## src/rtl/c_ram_write_arbiter_if.sv

```systemverilog
`default_nettype none
// ============================================================================
// Module   : c_ram_write_arbiter_if
// Purpose  : Bundles the two producer-lane valid/ready handshakes and the
//            dual-port C-matrix RAM write bus used by c_ram_write_arbiter.
// Ports    : req0_* / req1_* : lane valid, ready, element address, signed data
//            ram_addr1/2, ram_data1/2, ram_write_en : registered RAM write bus
// Modports : slave  - the arbiter (consumes requests, drives the RAM bus)
//            master - the producer / RAM side (drives requests)
// Revision : 1.0 - initial release
// ============================================================================
interface c_ram_write_arbiter_if #(
    parameter int DATA_W = 19,
    parameter int ADDR_W = 6
);
    // Producer lane 0
    logic                     req0_valid;
    logic                     req0_ready;
    logic [ADDR_W-1:0]        req0_addr;
    logic signed [DATA_W-1:0] req0_data;

    // Producer lane 1
    logic                     req1_valid;
    logic                     req1_ready;
    logic [ADDR_W-1:0]        req1_addr;
    logic signed [DATA_W-1:0] req1_data;

    // RAM write bus (two address/data ports, one shared enable)
    logic [ADDR_W-1:0]        ram_addr1;
    logic signed [DATA_W-1:0] ram_data1;
    logic [ADDR_W-1:0]        ram_addr2;
    logic signed [DATA_W-1:0] ram_data2;
    logic                     ram_write_en;

    modport slave (
        input  req0_valid, req0_addr, req0_data,
        input  req1_valid, req1_addr, req1_data,
        output req0_ready, req1_ready,
        output ram_addr1, ram_data1, ram_addr2, ram_data2, ram_write_en
    );

    modport master (
        output req0_valid, req0_addr, req0_data,
        output req1_valid, req1_addr, req1_data,
        input  req0_ready, req1_ready,
        input  ram_addr1, ram_data1, ram_addr2, ram_data2, ram_write_en
    );
endinterface
`default_nettype wire

```

## src/rtl/c_ram_write_arbiter.sv

```systemverilog
`default_nettype none
// ============================================================================
// Module   : c_ram_write_arbiter
// Purpose  : Write controller in front of the dual-port C-matrix result RAM.
//            Accepts results from two producer lanes, maps them onto the two
//            RAM write ports, serialises same-address collisions round-robin,
//            and tracks which elements of the frame have been written.
// Ports    : clk           - system clock, rising edge
//            rst           - synchronous active-high reset
//            start         - one-cycle pulse, begins a new frame
//            bus           - lane handshakes + registered RAM write bus
//            count         - distinct elements written this frame
//            busy          - frame collection in progress
//            done          - every element of the frame has been written
//            overwrite_err - sticky, an already-written element was rewritten
// Revision : 1.0 - initial release
// ============================================================================
module c_ram_write_arbiter #(
    parameter int DATA_W = 19,
    parameter int ADDR_W = 6,
    parameter int DEPTH  = 64   // must equal 2**ADDR_W
) (
    input  logic                 clk,
    input  logic                 rst,
    input  logic                 start,
    c_ram_write_arbiter_if.slave bus,
    output logic [ADDR_W:0]      count,
    output logic                 busy,
    output logic                 done,
    output logic                 overwrite_err
);

    localparam logic [ADDR_W:0] FULL_COUNT = (ADDR_W+1)'(DEPTH);

    typedef enum logic [1:0] {
        ST_IDLE    = 2'd0,
        ST_COLLECT = 2'd1,
        ST_DONE    = 2'd2
    } state_t;

    state_t             state;
    state_t             state_next;
    logic               rr_ptr;
    logic               rr_ptr_next;

    logic [DEPTH-1:0]   bitmap;
    logic [DEPTH-1:0]   bitmap_next;
    logic [ADDR_W:0]    count_next;
    logic               err_next;

    logic               collision;
    logic               acc0;
    logic               acc1;
    logic               hit0;
    logic               hit1;
    logic               new0;
    logic               new1;

    // ------------------------------------------------------------------
    // Grant logic. Readiness never depends on whether the lane is still
    // holding its request from an earlier cycle, so a lane that loses
    // arbitration is free to withdraw or change its request.
    // ------------------------------------------------------------------
    assign collision = bus.req0_valid && bus.req1_valid &&
                       (bus.req0_addr == bus.req1_addr);

    always_comb begin
        bus.req0_ready = 1'b0;
        bus.req1_ready = 1'b0;
        rr_ptr_next    = rr_ptr;
        // The start cycle itself accepts nothing: the frame is being cleared.
        if (state == ST_COLLECT && !start) begin
            if (collision) begin
                bus.req0_ready = ~rr_ptr;
                bus.req1_ready = rr_ptr;
                // Pointer only moves when it actually arbitrated something.
                rr_ptr_next    = ~rr_ptr;
            end else begin
                bus.req0_ready = 1'b1;
                bus.req1_ready = 1'b1;
            end
        end
    end

    // ------------------------------------------------------------------
    // Frame bookkeeping: bitmap of written elements, distinct count and
    // the overwrite flag, all evaluated against the bitmap as it stood at
    // the start of the cycle.
    // ------------------------------------------------------------------
    always_comb begin
        acc0        = bus.req0_valid & bus.req0_ready;
        acc1        = bus.req1_valid & bus.req1_ready;
        hit0        = bitmap[bus.req0_addr];
        hit1        = bitmap[bus.req1_addr];
        new0        = acc0 & ~hit0;
        // Guard against counting one element twice if both lanes were ever
        // accepted on the same address (arbitration prevents this today).
        new1        = acc1 & ~hit1 &
                      ~(acc0 && (bus.req0_addr == bus.req1_addr));
        bitmap_next = bitmap;
        if (acc0) begin
            bitmap_next[bus.req0_addr] = 1'b1;
        end
        if (acc1) begin
            bitmap_next[bus.req1_addr] = 1'b1;
        end
        err_next    = overwrite_err | (acc0 & hit0) | (acc1 & hit1);
        count_next  = count + (ADDR_W+1)'(new0) + (ADDR_W+1)'(new1);
    end

    // ------------------------------------------------------------------
    // State machine
    // ------------------------------------------------------------------
    always_ff @(posedge clk) begin
        if (rst) begin
            state  <= ST_IDLE;
            rr_ptr <= 1'b0;
        end else begin
            state  <= state_next;
            rr_ptr <= rr_ptr_next;
        end
    end

    always_comb begin
        state_next = state;
        case (state)
            ST_IDLE: begin
                state_next = ST_IDLE;
            end
            ST_COLLECT: begin
                // Leave on the same edge that registers the final write, so
                // the last ram_write_en pulse lines up with done.
                if (count_next == FULL_COUNT) begin
                    state_next = ST_DONE;
                end
            end
            ST_DONE: begin
                state_next = ST_DONE;
            end
            default: begin
                state_next = ST_IDLE;
            end
        endcase
        if (start) begin
            state_next = ST_COLLECT;
        end
    end

    assign busy = (state == ST_COLLECT);
    assign done = (state == ST_DONE);

    // ------------------------------------------------------------------
    // Bookkeeping registers and registered RAM write bus
    // ------------------------------------------------------------------
    always_ff @(posedge clk) begin
        if (rst) begin
            bitmap           <= '0;
            count            <= '0;
            overwrite_err    <= 1'b0;
            bus.ram_write_en <= 1'b0;
            bus.ram_addr1    <= '0;
            bus.ram_data1    <= '0;
            bus.ram_addr2    <= '0;
            bus.ram_data2    <= '0;
        end else if (start) begin
            bitmap           <= '0;
            count            <= '0;
            overwrite_err    <= 1'b0;
            bus.ram_write_en <= 1'b0;
        end else begin
            bitmap           <= bitmap_next;
            count            <= count_next;
            overwrite_err    <= err_next;
            bus.ram_write_en <= acc0 | acc1;
            if (acc0 && acc1) begin
                bus.ram_addr1 <= bus.req0_addr;
                bus.ram_data1 <= bus.req0_data;
                bus.ram_addr2 <= bus.req1_addr;
                bus.ram_data2 <= bus.req1_data;
            end else if (acc0) begin
                // Single lane drives both ports; a duplicate write to one
                // location is harmless and keeps the enable shared.
                bus.ram_addr1 <= bus.req0_addr;
                bus.ram_data1 <= bus.req0_data;
                bus.ram_addr2 <= bus.req0_addr;
                bus.ram_data2 <= bus.req0_data;
            end else if (acc1) begin
                bus.ram_addr1 <= bus.req1_addr;
                bus.ram_data1 <= bus.req1_data;
                bus.ram_addr2 <= bus.req1_addr;
                bus.ram_data2 <= bus.req1_data;
            end
        end
    end

endmodule
`default_nettype wire

```

## src/flat_wrapper.sv

```systemverilog
// flat-port wrapper written by rule: the top's interface ports become plain ports
module c_ram_write_arbiter_flat 
#(
    parameter int DATA_W = 19,
    parameter int ADDR_W = 6,
    parameter int DEPTH  = 64                          
)
  (clk, rst, start, count, busy, done, overwrite_err, bus_req0_valid, bus_req0_addr, bus_req0_data, bus_req1_valid, bus_req1_addr, bus_req1_data, bus_req0_ready, bus_req1_ready, bus_ram_addr1, bus_ram_data1, bus_ram_addr2, bus_ram_data2, bus_ram_write_en);
  c_ram_write_arbiter_if #(.DATA_W(DATA_W), .ADDR_W(ADDR_W)) bus_i ();
  input  logic clk;
  input  logic rst;
  input  logic start;
  output logic [ADDR_W:0] count;
  output logic busy;
  output logic done;
  output logic overwrite_err;
  input wire logic [$bits(bus_i.req0_valid)-1:0] bus_req0_valid;
  input wire logic [$bits(bus_i.req0_addr)-1:0] bus_req0_addr;
  input wire logic [$bits(bus_i.req0_data)-1:0] bus_req0_data;
  input wire logic [$bits(bus_i.req1_valid)-1:0] bus_req1_valid;
  input wire logic [$bits(bus_i.req1_addr)-1:0] bus_req1_addr;
  input wire logic [$bits(bus_i.req1_data)-1:0] bus_req1_data;
  output wire logic [$bits(bus_i.req0_ready)-1:0] bus_req0_ready;
  output wire logic [$bits(bus_i.req1_ready)-1:0] bus_req1_ready;
  output wire logic [$bits(bus_i.ram_addr1)-1:0] bus_ram_addr1;
  output wire logic [$bits(bus_i.ram_data1)-1:0] bus_ram_data1;
  output wire logic [$bits(bus_i.ram_addr2)-1:0] bus_ram_addr2;
  output wire logic [$bits(bus_i.ram_data2)-1:0] bus_ram_data2;
  output wire logic [$bits(bus_i.ram_write_en)-1:0] bus_ram_write_en;
  assign bus_i.req0_valid = bus_req0_valid;
  assign bus_i.req0_addr = bus_req0_addr;
  assign bus_i.req0_data = bus_req0_data;
  assign bus_i.req1_valid = bus_req1_valid;
  assign bus_i.req1_addr = bus_req1_addr;
  assign bus_i.req1_data = bus_req1_data;
  assign bus_req0_ready = bus_i.req0_ready;
  assign bus_req1_ready = bus_i.req1_ready;
  assign bus_ram_addr1 = bus_i.ram_addr1;
  assign bus_ram_data1 = bus_i.ram_data1;
  assign bus_ram_addr2 = bus_i.ram_addr2;
  assign bus_ram_data2 = bus_i.ram_data2;
  assign bus_ram_write_en = bus_i.ram_write_en;
  c_ram_write_arbiter #(.DATA_W(DATA_W), .ADDR_W(ADDR_W), .DEPTH(DEPTH)) u_core (.clk(clk), .rst(rst), .start(start), .bus(bus_i), .count(count), .busy(busy), .done(done), .overwrite_err(overwrite_err));
endmodule
```

## config.mk

```make
export PLATFORM = sky130hd
export DESIGN_NAME = c_ram_write_arbiter_flat
export DESIGN_NICKNAME = d
export VERILOG_FILES = /design/src/rtl/c_ram_write_arbiter_if.sv /design/src/rtl/c_ram_write_arbiter.sv /design/src/flat_wrapper.sv
export SDC_FILE = /design/constraint.sdc
export NUM_CORES = 1
export LEC_CHECK = 0
export CAP_MARGIN = 25
export CORE_UTILIZATION = 45
export DETAILED_ROUTE_END_ITERATION = 10
export GPL_TIMING_DRIVEN = 0
export HOLD_SLACK_MARGIN = 0.1
export PLACE_DENSITY = 0.71
export SLEW_MARGIN = 20
export SYNTH_ARGS = -nofsm -noshare
export SYNTH_HDL_FRONTEND = slang
export SYNTH_SLANG_ARGS = --single-unit
```

## constraint.sdc

```tcl
create_clock -name clk -period 3.9 [get_ports clk]
set_input_delay 0.39 -clock clk [delete_from_list [all_inputs] [get_ports clk]]
set_output_delay 0.39 -clock clk [all_outputs]
set_load 0.05 [all_outputs]
```

==> flow_summary.json <==
{
  "die_y_um": 123,
  "diodes": 0,
  "internal_power_mw": 2.55,
  "cpPeakStageDelay_ps": 610,
  "grt_pass1_vias": 6625,
  "ys_warn_count": 0,
  "worst_pin_slew_ps": 1040,
  "wl_met2_mm": 10.3,
  "grt_start_max_net_pins": 20,
  "ys.flop_type": "dfxtp_1",
  "fin_crit_ps": 3820,
  "synth_fp_nets": 841,
  "end_kind": "flip-flop",
  "grt_pass1_wl_mm": 36.9,
  "fill_cells": 1229,
  "portBuffers": 114,
  "wirelength_mm": 24.1,
  "crit_slowest_cell": "a222oi_1",
  "hold_violations": 0,
  "wire_per_inst_um": 21.7,
  "final_area_um2": 8740,
  "place_inst": 1076,
  "setup_viol": 0,
  "place_area_um2": 7930,
  "top_layer": "met4",
  "grt_setup_unrepaired": "false",
  "critPathKind": "primary input to flip-flop",
  "cts_tree": "built",
  "seqPwrFrac_pct": 38.5,
  "timing.fmax_mhz": 261,
  "async_flop_share_pct": 0,
  "crit_required_ps": 4240,
  "layout-drive-gt1-share_pct": 14.3,
  "synthCells": 782,
  "critical_path.top_delay_family": "compound AO/OA/AOI/OAI gates",
  "p_comb_share_pct": 14.9,
  "avgViaCountPerCell": 6.34,
  "die-width_um": 123,
  "dr_wl_met3_mm": 2.57,
  "hp-class": "primary input to flip-flop",
  "multi_input_area_um2": 3780,
  "hpwl_mm": 16.5,
  "drtIter0Drc": 880,
  "antenna_found_initial": 0,
  "cts.sinks": 126,
  "finalNetCount": 981,
  "coreArea_um2": 14000,
  "pwr-share-clk_pct": 46.6,
  "clockBufferDepth": 2,
  "powerDensity_nw_per_um2": 397,
  "fin_skew_ps": 6.63,
  "drt-met1-wl_mm": 9.98,
  "cp-start-kind": "primary input",
  "ant_nets": 0,
  "cts-htree-levels": 4,
  "final_cell_mix": "nand2_1 (138), dfxtp_1 (126), clkdlybuf4s50_1 (109)",
  "synth-edff-count": 0,
  "max_slew_margin_pct": 30.1,
  "die_area_um2": 15000,
  "avgSynthCellArea_um2": 8.37,
  "drt_first_pass_iters": 6,
  "rows": 43,
  "synth.distinct_cells": 60,
  "cp_max_fo": 10,
  "cts_inserted_buffers": 17,
  "critPathArrivalTime_ps": 4170,
  "ir_worst_vdd_uv": 264,
  "cts_root_buf": "clkbuf_16",
  "grt_overflow": 0,
  "status": "finished clean",
  "grt_use_total_pct": 32.9,
  "fin_crit_sh_pct": 98.1,
  "top_level_ports": 118,
  "hold_buffers": 0,
  "register_area_um2": 2520,
  "netlist_area_um2": 6550,
  "drv_slew": 0,
  "p_leak_nw": 3.00,
  "clk_transition_reported_paths_ps": 60,
  "clock_latency_ps": 430,
  "p_sw_share_pct": 26.6,
  "syn_to_final_growth_pct": 33.6,
  "initial_core_util_pct": 46.6,
  "vias": 7062,
  "crit_buf_inv": 4,
  "layout_commonest_cell": "nand2_1",
  "crit_chain": "dlygate4sd2_1 -> buf_2 -> clkbuf_4 -> a31oi_1 -> o21ai_0 -> a222oi_1 -> nor3b_2 -> or3_4 -> nor3_4 -> fa_2 -> ha_4 -> nand3_1 -> xor2_1 -> o41ai_2 -> buf_4 -> nor2_1 -> a211oi_1",
  "ys_seq_area_share_pct": 38.5,
  "fin_worst_hold_slack_ps": 404,
  "switchingPower_uw": 923,
  "cap_violations": 0,
  "synth-seq-cells": 126,
  "gp_congestion": 0.956,
  "layoutNonFillerInstCount": 1114,
  "drc": 0
}
## cell usage after synthesis, types with 6 or more instances
cell	count	area, um2
nor2_1	108	405
mux2_2	8	90.1
mux4_2	10	225
inv_1	7	26.3
nor2_2	6	37.5
o21ai_0	10	50.1
nand2_1	138	518
nor3_1	7	35.0
mux2i_1	20	200
buf_2	26	130
clkbuf_1	29	109
a311oi_1	50	438
a21oi_1	57	285
nand3_1	12	60.1
and2_1	6	37.5
xor2_1	7	61.3
dfxtp_1	126	2520
nor3_2	7	70.1
a221oi_1	43	377
a31oi_1	6	37.5
## area by class of cell
type / instances / area share (%)
Inverter: 8 / 0.343
Multi-Input combinational cell: 581 / 43.2
Sequential cell: 126 / 28.8
Clock inverter: 7 / 1.26
Tap cell: 180 / 2.58
Buffer: 65 / 4.44
Timing Repair Buffer: 123 / 13.8
Clock buffer: 24 / 5.51
## final timing paths
check,startpoint,end,slack [ps],cells past startpoint
max reg2reg,u_core.bitmap[48]$_SDFF_PP0_,u_core.state[1]$_SDFFE_PP0P_,240,15
max,bus_req1_addr[1],u_core.state[1]$_SDFFE_PP0P_,80,17
min,rst,u_core.state[0]$_SDFFE_PP0P_,400,2
min reg2reg,u_core.overwrite_err$_SDFF_PP0_,u_core.overwrite_err$_SDFF_PP0_,480,2
## metrics by stage
stage	power, mW	setup WS [ps]	utilization (%)	TNS [ps]
after detailed placement	1.85	-1370	56.4	-5750
after global routing	3.57	5.41	62.3	0
after CTS	3.46	7.51	61.7	0
after floorplan	1.65	62.0	-	0
after global placement	1.85	-1360	56.4	-5870
final	3.47	75.6	62.3	0
## sequential cells by signal, summed over array words and instances (netlist names)
signal / flops
u_core.bitmap: 64
u_core.bus.ram_addr1: 6
u_core.bus.ram_addr2: 6
u_core.bus.ram_data1: 19
u_core.bus.ram_data2: 19
u_core.bus.ram_write_en: 1
u_core.count: 7
u_core.overwrite_err: 1
u_core.rr_ptr: 1
u_core.state: 2
## timing repair
item | 4_1_cts | 5_1_grt
pin swaps | 6 | 4
buffers inserted | 4 | 5
setup endpoints to repair | 6 | 2
resized for setup | 35 | 21
## routing by layer
layer | global-route usage (%) | vias up
met5 | 0 | -
met1 | 41.9 | 3313
met2 | 51.6 | 489
met4 | 17.3 | 0
li1 | - | 3154
met3 | 7.57 | 106
## power by group through the flow
| stage | clock (mW) | combinational (mW) | sequential, mW |
|---|---|---|---|
| global route | 1.69 | 0.540 | 1.34 |
| finish | 1.62 | 0.517 | 1.34 |
| detailed placement | 0 | 0.485 | 1.36 |
| global placement | 0 | 0.485 | 1.36 |
| CTS | 1.63 | 0.501 | 1.34 |
| floorplan | 0 | 0.188 | 1.46 |
## kinds of logic after synthesis
group / synth area share (%)
compound gates: 22.6
xor+xnor: 1.61
fa+ha+maj: 0.879
buf+inv: 5.49
flops: 38.5
mux: 7.87
simple gates: 23.0
## worst reg2reg max path, delay by kind of cell, from the launching register on
kind | cells | cell delay (ps)
and+or+nand+nor | 5 | 830
muxes | 1 | 260
adders and majority gates | 2 | 440
xor gates and xnor gates | 1 | 180
AOI/OAI and AO/OA | 5 | 1350
DFF | 1 | 320
buffers and inverters | 1 | 170
Note: power is estimated with default switching activity, not from simulation.
